### src/rtl/echo_pkg.sv
// Shared echo definitions used by the echo TX and RX paths: sync word, length width,
// RX state encoding, FIFO word layout and the header validity check.
package echo_pkg;

   localparam logic [15:0] ECHO_SYNC_WORD = 16'hEB90;
   localparam int          ECHO_LEN_W     = 16;

   typedef enum logic [1:0] {
      IDLE    = 2'd0,
      PAYLOAD = 2'd1,
      CHECK   = 2'd2
   } echo_rx_state_t;

   typedef struct packed {
      logic        last;
      logic [63:0] data;
   } echo_fifo_word_t;

   // Header: sync in [63:48], payload length in [15:0]; a zero length is never legal.
   function automatic logic echo_hdr_ok(input logic [63:0]           word,
                                        input logic [15:0]           sync,
                                        input logic [ECHO_LEN_W-1:0] max_len);
      return (word[63:48] == sync) &&
             (word[ECHO_LEN_W-1:0] != '0) &&
             (word[ECHO_LEN_W-1:0] <= max_len);
   endfunction

endpackage

### src/rtl/echo_rx_fifo.sv
// Synchronous show-ahead FIFO: rd_data always shows the head entry while not empty.
// A write while full succeeds when a read retires the head in the same cycle.
module echo_rx_fifo #(
   parameter int DEPTH = 16,
   parameter int WIDTH = 65
) (
   input  logic             clk,
   input  logic             rst,
   input  logic             wr_en,
   input  logic [WIDTH-1:0] wr_data,
   output logic             full,
   input  logic             rd_en,
   output logic [WIDTH-1:0] rd_data,
   output logic             empty
);

   localparam int AW = $clog2(DEPTH);

   logic [WIDTH-1:0] mem [DEPTH];
   logic [AW:0]      wr_ptr;
   logic [AW:0]      rd_ptr;
   logic             do_rd;
   logic             do_wr;

   // Extra pointer bit tells a full ring from an empty one.
   assign empty   = (wr_ptr == rd_ptr);
   assign full    = (wr_ptr[AW] != rd_ptr[AW]) && (wr_ptr[AW-1:0] == rd_ptr[AW-1:0]);
   assign do_rd   = rd_en && !empty;
   assign do_wr   = wr_en && (!full || do_rd);
   assign rd_data = mem[rd_ptr[AW-1:0]];

   always_ff @(posedge clk or posedge rst) begin
      if (rst) begin
         wr_ptr <= '0;
         rd_ptr <= '0;
      end else begin
         if (do_wr) wr_ptr <= wr_ptr + 1'b1;
         if (do_rd) rd_ptr <= rd_ptr + 1'b1;
      end
   end

   always_ff @(posedge clk) begin
      if (do_wr) mem[wr_ptr[AW-1:0]] <= wr_data;
   end

endmodule

### src/rtl/echo_rx_ctrl.sv
// Echo receive controller: registers SRIO words, validates and strips headers, buffers payload.
// Build with ECHO_RX_CRC_EN defined to expect and check a trailing XOR checksum word per frame.
module echo_rx_ctrl
   import echo_pkg::*;
#(
   parameter int          FIFO_DEPTH = 16,
   parameter int          MAX_LEN    = 256,
   parameter logic [15:0] SYNC_WORD  = ECHO_SYNC_WORD
) (
   input  logic        sys_clk,
   input  logic        sys_rst,
   input  logic [63:0] srio_rx_data,
   input  logic        srio_rx_en,
   output logic [63:0] echo_rx_data,
   output logic        echo_rx_en,
   output logic        echo_rx_last,
   input  logic        echo_rx_rdy,
   output logic        hdr_err,
   output logic        ovf_flag,
   input  logic        ovf_clr,
   output logic [15:0] frame_cnt,
   output logic        crc_err
);

   localparam logic [1:0]            ST_IDLE    = IDLE;
   localparam logic [1:0]            ST_PAYLOAD = PAYLOAD;
`ifdef ECHO_RX_CRC_EN
   localparam logic [1:0]            ST_CHECK   = CHECK;
`endif
   localparam logic [ECHO_LEN_W-1:0] MAX_LEN_W  = ECHO_LEN_W'(MAX_LEN);

   logic [63:0]           data_r0;
   logic                  en_r0;
   logic [1:0]            state;
   logic [ECHO_LEN_W-1:0] len_q;
   logic [ECHO_LEN_W-1:0] idx_q;

   logic                  hdr_ok;
   logic                  wr_last;
   logic                  wr_req;
   logic                  rd_fire;
   logic                  drop;
   logic                  fifo_full;
   logic                  fifo_empty;
   echo_fifo_word_t       wr_word;
   logic [$bits(echo_fifo_word_t)-1:0] rd_raw;
   echo_fifo_word_t       head;

   assign hdr_ok  = echo_hdr_ok(data_r0, SYNC_WORD, MAX_LEN_W);
   assign wr_last = (idx_q == len_q - 1'b1);
   assign wr_req  = en_r0 && (state == ST_PAYLOAD);
   assign wr_word = '{last: wr_last, data: data_r0};
   assign rd_fire = echo_rx_en && echo_rx_rdy;
   // A full FIFO still accepts the word if the consumer frees a slot this cycle.
   assign drop    = wr_req && fifo_full && !rd_fire;

   echo_rx_fifo #(
      .DEPTH (FIFO_DEPTH),
      .WIDTH ($bits(echo_fifo_word_t))
   ) u_fifo (
      .clk     (sys_clk),
      .rst     (sys_rst),
      .wr_en   (wr_req),
      .wr_data (wr_word),
      .full    (fifo_full),
      .rd_en   (rd_fire),
      .rd_data (rd_raw),
      .empty   (fifo_empty)
   );

   // Stale RAM contents must not leak out while the FIFO is empty (e.g. right after reset).
   assign head         = echo_fifo_word_t'(rd_raw);
   assign echo_rx_en   = !fifo_empty;
   assign echo_rx_data = fifo_empty ? 64'd0 : head.data;
   assign echo_rx_last = !fifo_empty && head.last;

   always_ff @(posedge sys_clk or posedge sys_rst) begin
      if (sys_rst) begin
         data_r0   <= '0;
         en_r0     <= 1'b0;
         state     <= ST_IDLE;
         len_q     <= '0;
         idx_q     <= '0;
         hdr_err   <= 1'b0;
         ovf_flag  <= 1'b0;
         frame_cnt <= '0;
      end else begin
         data_r0 <= srio_rx_data;
         en_r0   <= srio_rx_en;
         hdr_err <= 1'b0;

         if (drop)         ovf_flag <= 1'b1;
         else if (ovf_clr) ovf_flag <= 1'b0;

         if (en_r0) begin
            case (state)
               ST_IDLE: begin
                  if (hdr_ok) begin
                     len_q <= data_r0[ECHO_LEN_W-1:0];
                     idx_q <= '0;
                     state <= ST_PAYLOAD;
                  end else begin
                     hdr_err <= 1'b1;
                  end
               end
               ST_PAYLOAD: begin
                  // Index advances even for dropped words so frame boundaries stay aligned.
                  idx_q <= idx_q + 1'b1;
                  if (wr_last) begin
`ifdef ECHO_RX_CRC_EN
                     state <= ST_CHECK;
`else
                     frame_cnt <= frame_cnt + 1'b1;
                     state     <= ST_IDLE;
`endif
                  end
               end
`ifdef ECHO_RX_CRC_EN
               ST_CHECK: begin
                  frame_cnt <= frame_cnt + 1'b1;
                  state     <= ST_IDLE;
               end
`endif
               default: state <= ST_IDLE;
            endcase
         end
      end
   end

`ifdef ECHO_RX_CRC_EN
   logic [63:0] crc_acc;
   logic        crc_err_q;

   // Running XOR covers every payload word, including ones dropped on overflow.
   always_ff @(posedge sys_clk or posedge sys_rst) begin
      if (sys_rst) begin
         crc_acc   <= '0;
         crc_err_q <= 1'b0;
      end else begin
         crc_err_q <= 1'b0;
         if (en_r0) begin
            if (state == ST_IDLE)         crc_acc   <= '0;
            else if (state == ST_PAYLOAD) crc_acc   <= crc_acc ^ data_r0;
            else if (state == ST_CHECK)   crc_err_q <= (crc_acc != data_r0);
         end
      end
   end

   assign crc_err = crc_err_q;
`else
   assign crc_err = 1'b0;
`endif

endmodule

### config.mk
export PLATFORM = sky130hd
export DESIGN_NAME = echo_rx_ctrl
export DESIGN_NICKNAME = d
export VERILOG_FILES = /design/src/rtl/echo_pkg.sv /design/src/rtl/echo_rx_fifo.sv /design/src/rtl/echo_rx_ctrl.sv
export SDC_FILE = /design/constraint.sdc
export NUM_CORES = 1
export LEC_CHECK = 0
export ABC_AREA = 1
export ABC_CLOCK_PERIOD_IN_PS = 8300
export CELL_PAD_IN_SITES_DETAIL_PLACEMENT = 0
export CELL_PAD_IN_SITES_GLOBAL_PLACEMENT = 1
export CORE_MARGIN = 2
export CORE_UTILIZATION = 30
export DETAILED_ROUTE_END_ITERATION = 8
export DONT_BUFFER_PORTS = 1
export PLACE_DENSITY = 0.6
export SLEW_MARGIN = 10
export SYNTH_ARGS = -nofsm -noshare
export SYNTH_HDL_FRONTEND = slang
export SYNTH_SLANG_ARGS = --single-unit
### constraint.sdc
create_clock -name sys_clk -period 8.3 [get_ports sys_clk]
set_clock_uncertainty 0.15 [all_clocks]
set_input_delay 1.245 -clock sys_clk [delete_from_list [all_inputs] [get_ports sys_clk]]
set_output_delay 1.245 -clock sys_clk [all_outputs]
set_load 0.1 [all_outputs]
* Yosys cells after proc, flatten, opt, wreduce, memory -nomap -nowiden
Memories as Yosys holds them, arrays and structs flattened. Index checks and enable logic that the tools add are counted. W data, S select, Z words.
Word-level totals: output and inout bits 85, register bits after elaboration 127, memory bits (writable) 1040, memories kept 1, bits of input ports 69, word-level logic and storage cells 60
Operators by class: $lt $le $gt $ge 1, eq/ne operators 8, multiplexer cells 13, reduce and logical (&&, ||, !) cells 22, add/sub/neg operators 5
Memories:
- u_fifo.mem | words 16, width 65, read ports 1, clocked after memory_dff 0, wr ports 1, RTL line echo_rx_fifo.sv:19 | logic [WIDTH-1:0] mem [DEPTH];
Operators with widths (count):
- $mux W64 | 1
- $add A16 B1 Y16 const B | 2
- $pmux W16 S2 | 1
- $eq A16 B16 Y1 | 1
- $eq A16 B16 Y1 const B | 1
- $le A16 B9 Y1 const B | 1
- $mux W16 | 1
- $reduce_bool A16 Y1 | 1
- $sub A16 B1 Y16 const B | 1
- $reduce_and A3 Y1 | 4
- $add A5 B1 Y5 const B | 2
- $logic_and A1 B1 Y1 | 10
- $mux W1 | 7
- $eq A5 B5 Y1 | 1
- $eq A4 B4 Y1 | 1
- $mux W2 | 2
- $ne A2 B2 Y1 const B | 2
- $pmux W2 S2 | 1
- $reduce_bool A2 Y1 | 2
- $logic_not A1 Y1 | 3
- $eq A2 B1 Y1 const B | 1
- $logic_not A2 Y1 | 1
- $logic_or A1 B1 Y1 | 1
- $ne A1 B1 Y1 | 1

* Logic depth before layout (Yosys ltp)
word-level depth 8, mapped depth 15

* Modules after synthesis
From an unflattened synthesis, not the netlist that was laid out.
Second synthesis, totals: cells, all modules 3984, area total of the unflattened synthesis 47408.0 um^2
Modules (own cells, without submodules):
- echo_rx_fifo | cells each 3264, area an instance 41697.5 um^2, instances 1
- echo_rx_ctrl | cells each 720, area an instance 5710.5 um^2, instances 1

* Worst setup path after synthesis
No wires, ideal clock.
path type input-to-reg, start point in echo_rx_rdy, end point mem u_fifo.mem[15][0], enable pin, cell stages on the path 4, library setup time 0.572 ns, arrival time 6.033 ns, buffers on the path 0, path slack 1.545 ns, cells stage by stage nor2_1 nand3_1 nand2_1 nor3_1
Between the ends: longest elaborated chain between the ends 6
RTL lines:
- start: declaration | RTL line echo_rx_ctrl.sv:17 | input logic echo_rx_rdy,
- $logic_and A1 B1 Y1 | RTL line echo_rx_ctrl.sv:53 | assign rd_fire = echo_rx_en && echo_rx_rdy;
- $logic_and A1 B1 Y1 | RTL line echo_rx_fifo.sv:28 | assign do_rd = rd_en && !empty;
- $logic_or A1 B1 Y1 | RTL line echo_rx_fifo.sv:29 | assign do_wr = wr_en && (!full || do_rd);
- $logic_and A1 B1 Y1 | RTL line echo_rx_fifo.sv:29
- $mux W1 | RTL line echo_rx_fifo.sv:43 | if (do_wr) mem[wr_ptr[AW-1:0]] <= wr_data;
- $mux W1 (not written as such) | RTL line echo_rx_fifo.sv:43
- end: declaration | RTL line echo_rx_fifo.sv:19
Every way passes these cells.

* Worst setup path after layout
start point reg u_fifo.rd_ptr[0], end point out echo_rx_data[14]
Between the ends: longest elaborated chain between the ends 2, elaborated cells on any way between the ends 3, classes of those cells eq/ne: 1; mux: 1; memory: 1
RTL lines:
- start: declaration | RTL line echo_rx_fifo.sv:21 | logic [AW:0] rd_ptr;
- start signal: assignment | RTL line echo_rx_fifo.sv:38 | if (do_rd) rd_ptr <= rd_ptr + 1'b1;
- $mem_v2 Z16 W65 or $eq A5 B5 Y1 (tied branches)
- $mux W64 (*) | RTL line echo_rx_ctrl.sv:74 | assign echo_rx_data = fifo_empty ? 64'd0 : head.data;
- end: declaration | RTL line echo_rx_ctrl.sv:14 | output logic [63:0] echo_rx_data,
Mark *: on every way between the ends. The rest lies on a longest branch, timed or not.

==> flow_metrics.env <==
export IMPL_power_density_nw_per_um2=376.7
export IMPL_hpwlAfterDp_um=65990
export IMPL_die_x_um=397.6
export IMPL_drtPass1Iterations=5
export IMPL_fmax_ghz=0.1620
export IMPL_slowest_delay_ns=0.91
export IMPL_drive_gt1_share_pct=12.17
export IMPL_tightest_slew_ns=1.287
export IMPL_fill_cells=14880
export IMPL_clk_pin_slew_ns=0.06
export IMPL_setup_violations=0
export IMPL_die_h_um=397.6
export IMPL_seq_area_frac_synth_pct=73.97
export IMPL_ant_nets=0
export IMPL_fin_tns_setup_ns=0
export IMPL_period_needed_ns=6.174
export IMPL_cts_resized=0
export IMPL_routed_wl_um=126000
export IMPL_cts_setup_buffers=0
export IMPL_yosys_warnings=0
export IMPL_syn_area_um2=46480
export IMPL_rsz0062_at_grt="no"
export IMPL_numCtsBuffers=133
export IMPL_final_cell_mix="edfxtp_1 (1,040), nor2_1 (611), o21ai_0 (347)"
export IMPL_path_cells="buf_4, buf_4, o21ai_0, o221ai_1, o211ai_1, a21oi_2, buf_4"
export IMPL_rr_startpoint="u_fifo.rd_ptr[0]"
export IMPL_cp_slowest_cell="dfrtp_4"
export IMPL_drc=0
export IMPL_routabilityCongestion=0.7209
export IMPL_reg2reg_slack_ns=3.41
export IMPL_use_met1_pct=21.23
export IMPL_clkSinkCount=1166
export IMPL_initial_core_util_pct=30.17
export IMPL_viasPerCell=4.903
export IMPL_gr_usage_met2_pct=25.71
export IMPL_syn_nets=3550
export IMPL_grt_max_degree=196
export IMPL_critPathLaunchType="flip-flop"
export IMPL_outcome="complete, no violations"
export IMPL_root_buffer="clkbuf_16"
export IMPL_layout_commonest_cell="edfxtp_1"
export IMPL_critPathRequiredTime_ns=6.90
export IMPL_ys_seq_elements=1166
export IMPL_critical_path_class="flip-flop to output port"
export IMPL_clock_path_buffers=3
export IMPL_synth_edff_count=1040
export IMPL_power_leakage_uw=0.01841
export IMPL_insertion_delay_ns=0.78
export IMPL_syn_avg_cell_area_um2=13.38
export IMPL_max_cap_viol_count=0
export IMPL_reg2reg_depth=9
export IMPL_synth_cell_types=49
export IMPL_antenna_found_initial=22
export IMPL_netlist_instances=3473
export IMPL_io_pins=154
export IMPL_core_area_um2=154000
export IMPL_hold_buffers=0
export IMPL_ys_async_sr_fraction_pct=10.81
export IMPL_cts_htree_levels=4
export IMPL_cts_tree="built"
export IMPL_cp_arrival_ns=4.78
export IMPL_track_usage_pct=15.84
export IMPL_port_buffers=0
export IMPL_vdd_ir_drop_worst_mv=0.3103
export IMPL_drt_iter0_markers=1955
export IMPL_dieArea_um2=158100
export IMPL_via_count=27710
export IMPL_grt_pass1_vias=27260
export IMPL_final_max_slew_violation_count=0
export IMPL_finish_utilization_pct=35.01
export IMPL_grt_pass1_wl_um=185700
export IMPL_syn_to_final_growth_pct=16.02
export IMPL_end_kind="output port"
export IMPL_gr_max_usage_layer="met2"
export IMPL_layout_nets=3578
export IMPL_core_rowCount=144
export IMPL_min_period_over_period_pct=74.38
export IMPL_hold_violations=0
export IMPL_worstPathMaxFanout=81
export IMPL_crit_top_cell="buf_4"
export IMPL_wl_per_cell_um=22.29
export IMPL_slew_headroom_pct=14.25
export IMPL_grt_overflow_total=0
export IMPL_hold_class="primary input to asynchronous set/reset pin"
export IMPL_synth_ff_type="edfxtp_1"
export IMPL_use_met3_pct=3.772
export IMPL_r2r_end="u_fifo.mem[2][15]"
[worst max-delay path by stage]
stage                              endpoint  slack, ns        startpoint  cells past startpoint
after floorplan           u_fifo.mem[15][0]       1.54       echo_rx_rdy                      4
after global placement     echo_rx_data[14]       2.90  u_fifo.rd_ptr[0]                      7
after detailed placement   echo_rx_data[14]       2.87  u_fifo.rd_ptr[0]                      7
after CTS                  echo_rx_data[14]       2.02  u_fifo.rd_ptr[0]                      7
after global routing       echo_rx_data[14]       1.81  u_fifo.rd_ptr[0]                      7
final                      echo_rx_data[14]       2.13  u_fifo.rd_ptr[0]                      7
[cell families (layout without fill, tap and decap cells)]
group	Yosys count	in the layout	synth area share, %
xor+xnor	45	45	0.8802
fa+ha+maj	8	8	0.2154
other cells	1	2	0.008068
simple gates	1055	1055	9.419
compound gates	727	727	9.909
mux	111	111	2.393
buf+inv	360	494	3.206
flops	1166	1166	73.97
[final cells by class]
type | count | area (um2) | area share (%)
Antenna cell | 1 | 2.502 | 0.004640
Sequential cell | 1166 | 34390 | 63.78
Tap cell | 2044 | 2557 | 4.742
Inverter | 137 | 536.8 | 0.9953
Timing Repair Buffer | 116 | 978.4 | 1.814
Clock inverter | 61 | 837.1 | 1.552
Multi-Input combinational cell | 1947 | 11000 | 20.39
Clock buffer | 180 | 3626 | 6.724
[worst max-delay path: cells and delay by family (launching register included)]
family	cells	cell delay, ns
AO/OA/AOI/OAI	4	0.95
flip-flops	1	0.91
buffers and inverters	3	2.04
[state kept, by name, summed over array words and instances, names as in the netlist]
register / flops
data_r0: 64
en_r0: 1
frame_cnt: 16
hdr_err: 1
ovf_flag: 1
u_fifo.wr_ptr: 5
len_q: 16
idx_q: 16
u_fifo.mem: 1040
u_fifo.rd_ptr: 5
state: 1
[cell usage after synthesis (19+ instances only)]
cell / number / area, um2
edfxtp_1: 1040 / 31230
nor2_1: 624 / 2342
o21ai_0: 347 / 1737
nand2_1: 269 / 1010
clkbuf_1: 151 / 566.8
inv_1: 128 / 480.5
dfrtp_1: 126 / 3153
mux2i_1: 110 / 1101
o32ai_1: 104 / 910.9
o221ai_1: 84 / 735.7
nand3_1: 72 / 360.4
a21oi_1: 58 / 290.3
o211ai_1: 46 / 345.3
buf_2: 39 / 195.2
nand4_1: 30 / 187.7
o22ai_1: 27 / 168.9
a22o_1: 26 / 227.7
xor2_1: 25 / 219.0
o21ai_1: 24 / 120.1
xnor2_1: 19 / 166.4
[power breakdown]
group | switching [uW] | internal (uW)
Clock | 2440 | 3480
Combinational | 5880 | 1870
Sequential | 221 | 6420
Total | 8540 | 11800
[layer usage]
layer / wire [um] / share of wire [%]
met5: 130 / 0.10
met4: 2531 / 2.0
met3: 7308 / 5.8
met2: 59900 / 48
met1: 56100 / 45
[stage by stage]
step                power [uW]  hold WS, ns  cells  worst slack, ns  area (um2)
finish                   20310       0.2284   5652            2.126       53930
global route             21280       0.2408   5651            1.807       53930
CTS                      20600       0.2162   5651            2.022       53930
detailed placement       14610       0.3236   5410            2.868       49460
global placement         14600       0.3197   5410            2.897       49460
floorplan                12400       0.3066   3473            1.545       46480
(Power assumes the default switching activity.)
